File: config.mk
export PLATFORM = sky130hd
export DESIGN_NAME = burst_mul_buffer
export DESIGN_NICKNAME = d
export VERILOG_FILES = /design/src/rtl/burst_mul_buffer.sv
export SDC_FILE = /design/constraint.sdc
export NUM_CORES = 1
export LEC_CHECK = 0
export BUFFER_PORTS_ARGS = -buffer_cell sky130_fd_sc_hd__buf_2
export CAP_MARGIN = 20
export CORE_UTILIZATION = 50
export DETAILED_ROUTE_END_ITERATION = 16
export GPL_TIMING_DRIVEN = 0
export PLACE_DENSITY = 0.67
export SYNTH_ARGS = -nofsm -noshare
export SYNTH_HDL_FRONTEND = slang
export SYNTH_SLANG_ARGS = --single-unit
export TNS_END_PERCENT = 5
File: constraint.sdc
create_clock -name clk -period 3.75 [get_ports clk]
set_input_delay 0.375 -clock clk [delete_from_list [all_inputs] [get_ports clk]]
set_output_delay 0.375 -clock clk [all_outputs]
set_load 0.05 [all_outputs]
File: src/rtl/burst_mul_buffer.sv
// burst_mul_buffer: fetches BURST operand pairs over a req_ab/ack handshake,
// stores either each product or the running sum of products, then streams the
// stored results out under a valid/dout_ready handshake.
module burst_mul_buffer #(
    parameter  int A_W   = 8,
    parameter  int B_W   = 8,
    parameter  int OUT_W = 16,
    parameter  int BURST = 8,
    localparam int LVL_W = $clog2(BURST + 1)
) (
    input  logic             clk,
    input  logic             rst,
    input  logic             start,
    input  logic             halt,
    input  logic             mode,
    input  logic [A_W-1:0]   a,
    input  logic [B_W-1:0]   b,
    input  logic             ack,
    output logic             req_ab,
    output logic [OUT_W-1:0] dout,
    output logic             valid,
    input  logic             dout_ready,
    output logic [LVL_W-1:0] level,
    output logic             busy
);

    localparam int IDX_W  = $clog2(BURST);
    localparam int PROD_W = (A_W + B_W > OUT_W) ? (A_W + B_W) : OUT_W;
    localparam logic [LVL_W-1:0] LAST = LVL_W'(BURST - 1);

    typedef enum logic [1:0] {
        IDLE  = 2'd0,
        FETCH = 2'd1,
        DRAIN = 2'd2
    } state_t;

    state_t             state_q, state_d;
    logic [LVL_W-1:0]   wr_q, wr_d;
    logic [LVL_W-1:0]   rd_q, rd_d;
    logic [OUT_W-1:0]   acc_q, acc_d;
    logic               mode_q, mode_d;
    logic [OUT_W-1:0]   resultMem_q [BURST];

    logic               wrEn;
    logic [OUT_W-1:0]   wrData;
    logic [OUT_W-1:0]   prodMod;
    logic [OUT_W-1:0]   accSum;

    // The full product is formed at the wider of the two widths and then
    // truncated, which is the same as taking it modulo 2^OUT_W.
    assign prodMod = OUT_W'(PROD_W'(a) * PROD_W'(b));
    assign accSum  = acc_q + prodMod;

    // Control registers: state, indices, accumulator and latched mode.
    always_ff @(posedge clk or negedge rst) begin
        if (!rst) begin
            state_q <= IDLE;
            wr_q    <= '0;
            rd_q    <= '0;
            acc_q   <= '0;
            mode_q  <= 1'b0;
        end else begin
            state_q <= state_d;
            wr_q    <= wr_d;
            rd_q    <= rd_d;
            acc_q   <= acc_d;
            mode_q  <= mode_d;
        end
    end

    // Result storage needs no reset: its contents are only read after a fill.
    always_ff @(posedge clk) begin
        if (wrEn) begin
            resultMem_q[wr_q[IDX_W-1:0]] <= wrData;
        end
    end

    // Next-state logic; halt overrides every other input in every state.
    always_comb begin
        state_d = state_q;
        wr_d    = wr_q;
        rd_d    = rd_q;
        acc_d   = acc_q;
        mode_d  = mode_q;
        wrEn    = 1'b0;
        wrData  = prodMod;
        if (halt) begin
            state_d = IDLE;
            wr_d    = '0;
            rd_d    = '0;
            acc_d   = '0;
        end else begin
            case (state_q)
                IDLE: begin
                    if (start) begin
                        state_d = FETCH;
                        wr_d    = '0;
                        rd_d    = '0;
                        acc_d   = '0;
                        mode_d  = mode;
                    end
                end
                FETCH: begin
                    if (ack) begin
                        wrEn = 1'b1;
                        if (mode_q) begin
                            wrData = accSum;
                            acc_d  = accSum;
                        end
                        wr_d = wr_q + 1'b1;
                        if (wr_q == LAST) begin
                            state_d = DRAIN;
                        end
                    end
                end
                DRAIN: begin
                    if (dout_ready) begin
                        rd_d = rd_q + 1'b1;
                        if (rd_q == LAST) begin
                            state_d = IDLE;
                            wr_d    = '0;
                            rd_d    = '0;
                        end
                    end
                end
                default: begin
                    state_d = IDLE;
                end
            endcase
        end
    end

    assign req_ab = (state_q == FETCH);
    assign valid  = (state_q == DRAIN);
    assign busy   = (state_q != IDLE);
    assign level  = wr_q - rd_q;
    assign dout   = (state_q == DRAIN) ? resultMem_q[rd_q[IDX_W-1:0]] : '0;

endmodule

# Yosys cells after proc, flatten, opt, wreduce, memory -nomap -nowiden
# Memories as Yosys holds them, arrays and structs flattened.
# Cells that the tools add are included.
# op_classes
n_addsub,4
mul,1
eq_ne,10
n_mux,32
bitwise_logic,1
reduce_logical,10
# op_table
cell,n
$mux W16,9
$mux W4,8
$pmux W16 S2,1
$add A16 B16 Y16,1
$mul A8 B8 Y16,1
$mux W2,6
$ne A3 B2 Y1 const B,4
$pmux W4 S3,1
$reduce_and A5 Y1,2
$add A4 B1 Y4 const B,2
$eq A4 B3 Y1 const B,2
$pmux W4 S2,1
$ne A3 B3 Y1 const B,2
$pmux W2 S3,1
$reduce_and A3 Y1,2
$reduce_bool A3 Y1,2
$mux W1,5
$reduce_and A4 Y1,1
$reduce_bool A4 Y1,1
$sub A4 B4 Y4,1
$eq A2 B1 Y1 const B,1
$eq A2 B2 Y1 const B,1
$logic_not A2 Y1,1
$reduce_bool A2 Y1,1
$not A1 Y1,1
# word_totals
regBits,27
mem_bits_rw,128
input_bits,23
out_inout_bits,23
elab_cells,64
mem_count,1
# mem_list
memory,depth,word_bits,rd,rd_ports_with_merged_regs,write_ports,line,rtl
resultMem_q,8,16,1,0,1,42,logic [OUT_W-1:0] resultMem_q [BURST];

# Longest topological paths before layout
# Gate-level depths: netlist (run 1).
# logic_depth
word_depth,6
depth_mapped,24
mapped_depth_nobuf,24

# Worst setup path before layout (run 1)
# No wires, ideal clock.
# synth_timing
path_kind,input to register
from,input port b[2]
to,memory resultMem_q[0][15] (data pin)
setup_ns,0.231
arrival_time_ns,5.212
required_ns,3.519
setup_slack_ns,-1.693
cell_stages,23
path_buffers,0
path_cell_list,nand2_1 fa_1 fa_1 inv_1 fa_1 inv_1 fa_1 inv_1 ha_1 and4b_1 o31a_1 nor3_1 o21bai_1 a21oi_1 xnor2_1 ha_1 a21o_1 a21o_1 a21oi_1 o21ai_1 xnor2_1 nor2_1 xnor2_1
# synth_via
elab_chain_len,6
# synth_lines
item,line,rtl
start: declaration,17,"input logic [B_W-1:0] b,"
$mul A8 B8 Y16 *,51,assign prodMod = OUT_W'(PROD_W'(a) * PROD_W'(b));
$add A16 B16 Y16,52,assign accSum = acc_q + prodMod;
$mux W16,106,if (mode_q) begin
$mux W16,104,if (ack) begin
$mux W16,93,case (state_q)
$mux W16 *,87,if (halt) begin
net wrData[15],45,logic [OUT_W-1:0] wrData;
end: declaration,42,
# The timed path passes the listed nets; every way through them passes the cells marked *.

# Worst setup path after layout (run 1)
# layout_timing
from,input port a[2]
to,memory resultMem_q[5][14] (data pin)
# layout_via
elab_chain_len,6
# layout_lines
item,line,rtl
start: declaration,16,"input logic [A_W-1:0] a,"
$mul A8 B8 Y16 *,51,
$add A16 B16 Y16,52,
$mux W16,106,
$mux W16,104,
$mux W16,93,
$mux W16 *,87,
net wrData[14],45,
# Marks and branches as above.

==> impl_metrics.yaml, run 1 <==
finish:
  nNetsFinal: 936
  diodes: 0
  fillerInstances: 1375
  mostFrequentLayoutCells: "128 x edfxtp_1, 96 x nand2_1, 64 x inv_1"
  final_common_cell: "edfxtp_1"
  final_util_pct: 60.76
  instances_no_fill: 1061
  drive_gt1_share_pct: 25.72
  syn2layout_area_growth_pct: 19.26
pwr:
  powerDensity_nw_per_um2: 651.8
  p_leak_nw: 4.458
  vdd_drop_max_mv: 0.4861
  comb_power_share_pct: 44.2
  internal_power_w: 0.004549
  swShare_pct: 36.07
  p_clk_share_pct: 23.0
  seqPwrFrac_pct: 32.9
  switchingPower_w: 0.002566
worst_setup_path:
  required_ns: 3.88
  cp-start-kind: "input pin"
  end_kind: "register"
  worstPathArrival_ns: 5.27
  worst-path-max-fanout: 8
  path_class: "in -> reg"
  reg2reg_slack_ns: 0.88
outcome:
  violations: "setup timing"
  outcome: "finished, violations left"
die:
  rows: 49
  design.core.area_um2: 17960
  ioPinCount: 46
  fp.dieW_um: 137.3
  die-area_um2: 18850
  die_h_um: 137.3
  start_util_pct: 50.94
sta:
  fin_crit_ns: 5.147
  rsz0062_at_grt: "yes"
  drv_slew: 0
  worst_pin_slew_ns: 0.8599
  worst_slew_margin_rel_pct: 42.36
  fmax_mhz: 194.3
  period_share_pct: 137.3
  setup_viol_count_final: 88
  skew_ns: 0.006095
  layout_setup_ws_ns: -1.397
  hold_violations: 0
global_routing:
  grt_pass1_vias: 6216
  grt_overflow_total: 0
  grt_use_total_pct: 22.74
  grt_max_degree: 28
  antenna_found_initial: 0
  grt_first_pass_wirelength_um: 31510
cts:
  cts_buffer_depth: 2
  clkTransAtPathRegs_ns: 0.06
  worst_skew_pair.late_latency_ns: 0.42
  root_buffer: "clkbuf_16"
  cts_hold_buf: 0
  cts.sinks: 155
  cts_max_level: 4
  numCtsBuffers: 17
  cts_tree: "yes"
flow_run:
  drv_cap: 0
placement:
  dp.cells: 1017
  gp_congestion: 0.8469
  dp_hpwl_um: 14560
  pre_cts_slack_ns: -2.318
  port-buffer-count: 44
logic_synthesis:
  synth_largest_area_cell: "edfxtp_1"
  synth_seq_cells: 155
  syn_nets: 853
  yosysSeqAreaShare_pct: 49.38
  synth.area.top_cells: "edfxtp_1 42%, fa_1 8.3%, mux4_2 7.9%"
  avgSynthCellArea_um2: 12.43
  ys_warn_count: 0
  synth_top_area_share_pct: 42.00
  syn_area_um2: 9151
  synth_cells: 736
  post_synth_num_cell_types: 53
route:
  viasPerCell: 5.547
  drtAntennaViolNets: 0
  routedWlPerCell_um: 18.42
  wirelength_um: 19540
  num_vias: 5885
  dr.pass1.iters: 5
  drcViolationCount: 0
  drt_iter0_drc: 319
min_path:
  hold_class: "in -> async"
==> path summary, 6_finish.rpt <==
check,depth (start not counted),start,to
max,21,a[2],resultMem_q[5][14]
min,1,rst,state_q[0]
max reg2reg,11,acc_q[0],resultMem_q[6][12]
min reg2reg,1,acc_q[4],acc_q[4]
max in group asynchronous,1,rst,acc_q[11]
min in group clk,2,mode,mode_q
==> final cells by class <==
cell class	instances	area, um2	share of cell area [%]
Timing Repair Buffer	64	510.5	4.677
Sequential cell	155	4519	41.41
Buffer	23	98.84	0.9057
Clock inverter	15	138.9	1.272
Multi-Input combinational cell	492	4687	42.94
Inverter	66	247.7	2.270
Tap cell	229	286.5	2.625
Clock buffer	17	425.4	3.898
==> flip-flops by register name (all words and copies together) (netlist names) <==
register / flops
acc_q: 16
mode_q: 1
rd_q: 4
resultMem_q: 128
state_q: 2
wr_q: 4
==> synth_stat cells (all sizes together) <==
library cell and n:
o31ai 3, xnor2 20, a22o 4, dfrtp 27
xor2 7, clkbuf 13, and2 55, edfxtp 128
nand2b 8, o21a 5, o21bai 3, ha 56
a31oi 1, nor4 1, a21o 16, nand3 6
o22ai 1, a41oi 2, a2bb2oi 1, mux2 3
a21oi 42, mux2i 2, o41ai 1, and3 2
or2 1, fa 38, nor2 24, a311oi 1
nand4 3, buf 10, o21ai 19, a221oi 1
o31a 2, nand2 105, mux4 32, inv 66
a21boi 1, nor3 9, nand4b 2, a21bo 1
and4b 3, o221ai 1, nor2b 7, or3 3
==> power by group through the flow <==
stage	Sequential, W	Combinational (W)	Clock [W]
finish	0.00234	0.00314	0.00164
global route	0.00234	0.00346	0.00173
CTS	0.00234	0.00299	0.00165
detailed placement	0.00237	0.00242	0
global placement	0.00237	0.00233	0
floorplan	0.00236	0.00179	0
==> metal layers <==
metal	global-route usage, %	part of all wire, %
met1	26.09	40
met2	41.50	53
met3	4.084	3.7
met4	9.585	2.7
met5	0	0
==> worst max-delay path: stages <==
cell      delay (ns)
buf_12          0.11
and2_4          0.16
fa_2            0.39
fa_1            0.49
fa_1            0.54
inv_1           0.05
fa_1            0.49
inv_2           0.05
ha_4            0.21
and4b_1         0.18
buf_4           0.13
nor4_1          0.27
nor2_2          0.11
ha_1            0.28
buf_2           0.17
a21o_1          0.16
a21oi_1         0.17
o21ai_2         0.13
a311oi_2        0.38
xor2_2          0.26
mux2i_4         0.16
==> per-stage QoR <==
stage / cell area [um2] / power (W) / hold slack [ns] / TNS, ns
3_5_place_dp: 9829 / 0.004796 / 0.4625 / -158.99
2_1_floorplan: 9208 / 0.004147 / 0.07941 / -86.48
5_1_grt: 10910 / 0.007535 / 0.06052 / -100.32
3_3_place_gp: 9714 / 0.004692 / 0.4563 / -151.59
4_1_cts: 10800 / 0.006981 / 0.01501 / -80.62
6_report: 10910 / 0.007114 / 0.01193 / -83.45
==> kinds of logic (layout without fill, tap and decap cells) <==
family | Yosys count | in the layout | share of synthesized area (%)
simple gates | 229 | 229 | 12.24
flops | 155 | 155 | 49.38
compound gates | 105 | 105 | 7.602
fa+ha+maj | 94 | 94 | 15.97
buf+inv | 89 | 185 | 3.760
mux | 37 | 37 | 8.463
xor+xnor | 27 | 27 | 2.584
==> what timing repair did <==
action,CTS,global route
resized for setup,69,24
buffers inserted,10,2
setup endpoints to repair,98,98
pin swaps,23,13
cloned,0,0
Power figures use the tool's default switching activity.
==> run 2, diff against run 1 <==
SKIP_LAST_GASP = 1   (was default)
==> run 2 against run 1 <==
The run still ends with setup timing left; final area is 1.7% lower; non-clock buffer count is 1 lower; final cell count hardly changed; setup slack worse by 0.015 ns; wire length is 0.68% lower; combinational power is 8.6% lower; clock-buffer cell count stayed put; clock skew is 0.00057 ns higher; first-iteration DRC count is 15% lower; core utilization is 1.1 points lower; hold slack worse by 0.0030 ns; largest power group unchanged.
==> impl_metrics.yaml, run 2 (same netlist as run 1, synthesis figures left out) <==
pwr:
  p_leak_nw: 4.421
  internal_power_w: 0.004396
  comb_power_share_pct: 41.9
  swShare_pct: 35.77
  p_clk_share_pct: 23.9
  switchingPower_w: 0.002448
  seqPwrFrac_pct: 34.2
  vdd_drop_max_mv: 0.4451
  powerDensity_nw_per_um2: 638.2
cts:
  cts_max_level: 4
  numCtsBuffers: 17
  worst_skew_pair.late_latency_ns: 0.42
  root_buffer: "clkbuf_16"
  cts_buffer_depth: 2
  cts.sinks: 155
  cts_tree: "yes"
  clkTransAtPathRegs_ns: 0.06
finish:
  final_common_cell: "edfxtp_1"
  mostFrequentLayoutCells: "128 x edfxtp_1, 102 x nand2_1, 65 x inv_1"
  nNetsFinal: 935
  largest_reg_flops: 128
  diodes: 0
  syn2layout_area_growth_pct: 17.19
  drive_gt1_share_pct: 23.10
  instances_no_fill: 1060
placement:
  port-buffer-count: 44
  dp.cells: 1017
  pre_cts_slack_ns: -2.318
  dp_hpwl_um: 14560
  gp_congestion: 0.8469
route:
  viasPerCell: 5.558
  drtAntennaViolNets: 0
  wirelength_um: 19410
  num_vias: 5892
  drcViolationCount: 0
  dr.pass1.iters: 4
  routedWlPerCell_um: 18.31
  drt_iter0_drc: 270
die:
  rows: 49
  design.core.area_um2: 17960
  start_util_pct: 50.94
  die-area_um2: 18850
  ioPinCount: 46
  fp.dieW_um: 137.3
  die_h_um: 137.3
worst_setup_path:
  slowest_stage: "fa_1"
  crit_top_cell: "fa_1"
  path_class: "in -> reg"
  worstPathArrival_ns: 5.33
  critPathMaxStageDelay_ns: 0.49
  cp-start-kind: "input pin"
  required_ns: 3.92
  worst-path-max-fanout: 8
  end_kind: "register"
  crit_buf_inv: 5
  path_delay_family: "adder cells"
min_path:
  hold_class: "in -> async"
sta:
  worst_pin_slew_ns: 0.8585
  fin_crit_ns: 5.162
  rsz0062_at_grt: "yes"
  hold_violations: 0
  setup_viol_count_final: 97
  drv_slew: 0
  hold_slack_ns: 0.008930
  skew_ns: 0.006664
  worst_slew_margin_rel_pct: 42.46
  fmax_mhz: 193.7
  layout_setup_ws_ns: -1.412
  period_share_pct: 137.7
  tns_ns: -91.24
global_routing:
  grt_pass1_vias: 6181
  grt_first_pass_wirelength_um: 31410
  antenna_found_initial: 0
  grt_max_degree: 28
  grt_use_total_pct: 22.67
  grt_overflow_total: 0
outcome:
  outcome: "finished, violations left"
  violations: "setup timing"
flow_run:
  drv_cap: 0
## run 2: cell count changes in the layout (fill, tap and decap cells not counted), moves of 2 or more
cell / delta
o21ai_1: -2
buf_6: -3
buf_12: -2
xnor2_1: +2
nand2_4: -2
xor2_1: +2
ha_4: -4
ha_1: +5
xor2_2: -2
buf_2: +2
o21ai_0: +2
nand2_2: -4
nand2_1: +6
a21oi_1: +2
## run 2: power groups by stage
stage	clock, W	combinational [W]	sequential, W
final	0.00164	0.00287	0.00234
after global routing	0.00173	0.00319	0.00234
after CTS	0.00165	0.00280	0.00234
after detailed placement	0	0.00242	0.00237
after global placement	0	0.00233	0.00237
after floorplan	0	0.00179	0.00236
## run 2: routing by layer
metal  part of all wire (%)  up-vias  track usage, %
met3                    4.0       32           4.231
met1                     40     2963           26.06
met4                    2.5        0           9.463
met2                     53      117           41.25
li1                       -     2780               -
met5                      0        -               0
## run 2: path summary, 6_finish.rpt
| check | start | end | slack (ns) | depth (start not counted) |
|---|---|---|---|---|
| min reg2reg | acc_q[6] | acc_q[6] | 0.49 | 1 |
| max in group asynchronous | rst | acc_q[11] | 3.27 | 1 |
| min in group clk | mode | mode_q | 0.19 | 2 |
| max | b[5] | resultMem_q[2][15] | -1.41 | 25 |
| max reg2reg | acc_q[0] | resultMem_q[7][14] | 0.86 | 11 |
| min | rst | state_q[0] | 0.009 | 1 |
## run 2: cell type report
type / instances / area [um2]
fill: 1401 / 7239
multi-input combinational: 492 / 4538
sequential: 155 / 4519
timing repair buffer: 63 / 471.7
clock buffer: 17 / 425.4
tap: 229 / 286.5
inverter: 66 / 247.7
clock inverter: 15 / 138.9
buffer: 23 / 96.34
## run 2: stage by stage
step	util, %	total power [W]	instance area, um2
final	59.70	0.006844	10720
after global routing	59.70	0.007263	10720
after CTS	59.55	0.006791	10700
after detailed placement	54.72	0.004796	9829
after global placement	54.08	0.004692	9714
after floorplan	-	0.004147	9208
## run 2: timing repair
action / CTS / global route
resized for setup: 51 / 4
buffers inserted: 10 / 2
setup endpoints to repair: 98 / 98
hold buffers: 0 / 0
endpoints found under the hold margin: 0 / 0
pin swaps: 19 / 4
==> run 3, diff against run 2 <==
HOLD_SLACK_MARGIN = 0.12   (was default)
==> run 3 against run 2 <==
The flow still finishes with violations (setup timing); combinational power about the same; global-route usage barely moved; clock-buffer cell count unchanged; non-clock buffer count up 1; first-iteration DRC count down 9.3%; fmax hardly changed; critical endpoint unchanged; highest routed layer unchanged.
==> impl_metrics.yaml, run 3 (same netlist as run 1, synthesis figures left out) <==
sta:
  skew_ns: 0.008396
  tns_ns: -90.85
  drv_slew: 0
  worst_pin_slew_ns: 0.8452
  fin_crit_ns: 5.166
  worst_slew_margin_rel_pct: 43.34
  setup_viol_count_final: 97
  period_share_pct: 137.8
  layout_setup_ws_ns: -1.416
  fmax_mhz: 193.6
  hold_slack_ns: 0.1875
  rsz0062_at_grt: "yes"
  hold_violations: 0
finish:
  fillerInstances: 1403
  diodes: 0
  mostFrequentLayoutCells: "128 x edfxtp_1, 102 x nand2_1, 65 x inv_1"
  final_common_cell: "edfxtp_1"
  drive_gt1_share_pct: 23.08
  largest_reg_flops: 128
  nNetsFinal: 936
  syn2layout_area_growth_pct: 17.30
  design_area_um2: 10730
route:
  viasPerCell: 5.583
  drcViolationCount: 0
  drt_iter0_drc: 245
  wirelength_um: 19430
  drtAntennaViolNets: 0
  dr.pass1.iters: 4
  routedWlPerCell_um: 18.31
  num_vias: 5924
cts:
  worst_skew_pair.late_latency_ns: 0.42
  cts_max_level: 4
  cts_buffer_depth: 2
  root_buffer: "clkbuf_16"
  cts_tree: "yes"
  cts.sinks: 155
  numCtsBuffers: 17
  clkTransAtPathRegs_ns: 0.06
pwr:
  vdd_drop_max_mv: 0.4453
  total_power_w: 0.006854
  p_leak_nw: 4.425
  powerDensity_nw_per_um2: 638.5
outcome:
  violations: "setup timing"
  outcome: "finished, violations left"
placement:
  port-buffer-count: 44
  pre_cts_slack_ns: -2.318
  dp_hpwl_um: 14560
  placed_cell_area_um2: 9829
  gp_congestion: 0.8469
worst_setup_path:
  slowest_stage: "fa_1"
  crit_top_cell: "fa_1"
  worst-path-max-fanout: 8
  worstPathArrival_ns: 5.33
  critPathMaxStageDelay_ns: 0.49
  path_class: "in -> reg"
  end_kind: "register"
  cp-start-kind: "input pin"
  required_ns: 3.92
global_routing:
  grt_first_pass_wirelength_um: 31420
  antenna_found_initial: 0
  grt_use_total_pct: 22.68
  grt_max_degree: 28
  grt_overflow_total: 0
  met2_usage_pct: 41.25
  busiest_layer: "met2"
  grtUsageMet3_pct: 4.231
  grt_pass1_vias: 6182
  met1_usage_pct: 26.09
die:
  die-area_um2: 18850
  fp.dieW_um: 137.3
  ioPinCount: 46
  design.core.area_um2: 17960
  rows: 49
  die_h_um: 137.3
  start_util_pct: 50.94
min_path:
  hold_class: "in -> reg"
flow_run:
  drv_cap: 0
-- run 3: changes by cell type in the layout (fill, tap and decap cells not counted), sizes merged --
cell / delta
dlygate4sd3: +1
-- run 3: what timing repair did --
item | CTS | global route
buffers inserted | 10 | 2
pin swaps | 19 | 4
hold buffers | 1 | 0
endpoints found under the setup margin | 98 | 98
endpoints found under the hold margin | 27 | 0
resized for setup | 51 | 4
-- run 3: critical path: cells and delay by family --
family,cells,cell delay [ns]
adders and majority gates,6,2.47
and+or+nand+nor,4,0.40
AOI/OAI and AO/OA,7,1.05
xor gates and xnor gates,3,0.58
buffers and inverters,5,0.45
-- run 3: power breakdown --
part	switching [W]	internal (W)	total (W)
clock	0.000716	0.000923	0.00164
sequential	0.0000270	0.00231	0.00234
combinational	0.00171	0.00116	0.00288
total	0.00246	0.00440	0.00685
-- run 3: per-layer routing --
metal | vias up | part of all wire [%]
li1 | 2782 | -
met1 | 3000 | 41
met2 | 107 | 53
met3 | 35 | 3.5
met4 | 0 | 2.6
met5 | - | 0
-- run 3: layout make-up --
| cell class | count | area, um2 | share of cell area [%] |
|---|---|---|---|
| multi-input combinational | 492 | 4538 | 42.28 |
| clock inverter | 15 | 138.9 | 1.294 |
| inverter | 66 | 247.7 | 2.308 |
| buffer | 23 | 96.34 | 0.8975 |
| tap | 229 | 286.5 | 2.669 |
| timing repair buffer | 64 | 481.7 | 4.488 |
| sequential | 155 | 4519 | 42.10 |
| clock buffer | 17 | 425.4 | 3.963 |
-- run 3: final timing paths --
kind	depth (start not counted)	startpoint	slack [ns]	to
max	25	b[5]	-1.42	resultMem_q[2][15]
min	2	mode	0.19	mode_q
max reg2reg	11	acc_q[0]	0.87	resultMem_q[7][14]
min reg2reg	1	acc_q[6]	0.49	acc_q[6]
max in group asynchronous	2	rst	2.72	acc_q[11]
min in group asynchronous	2	rst	0.55	state_q[0]
-- run 3: stage by stage --
stage          utilization (%)  std cells
2_1_floorplan                -        736
3_3_place_gp             54.08       1009
3_5_place_dp             54.72       1017
4_1_cts                  59.60       1060
5_1_grt                  59.75       1061
6_report                 59.75       1061
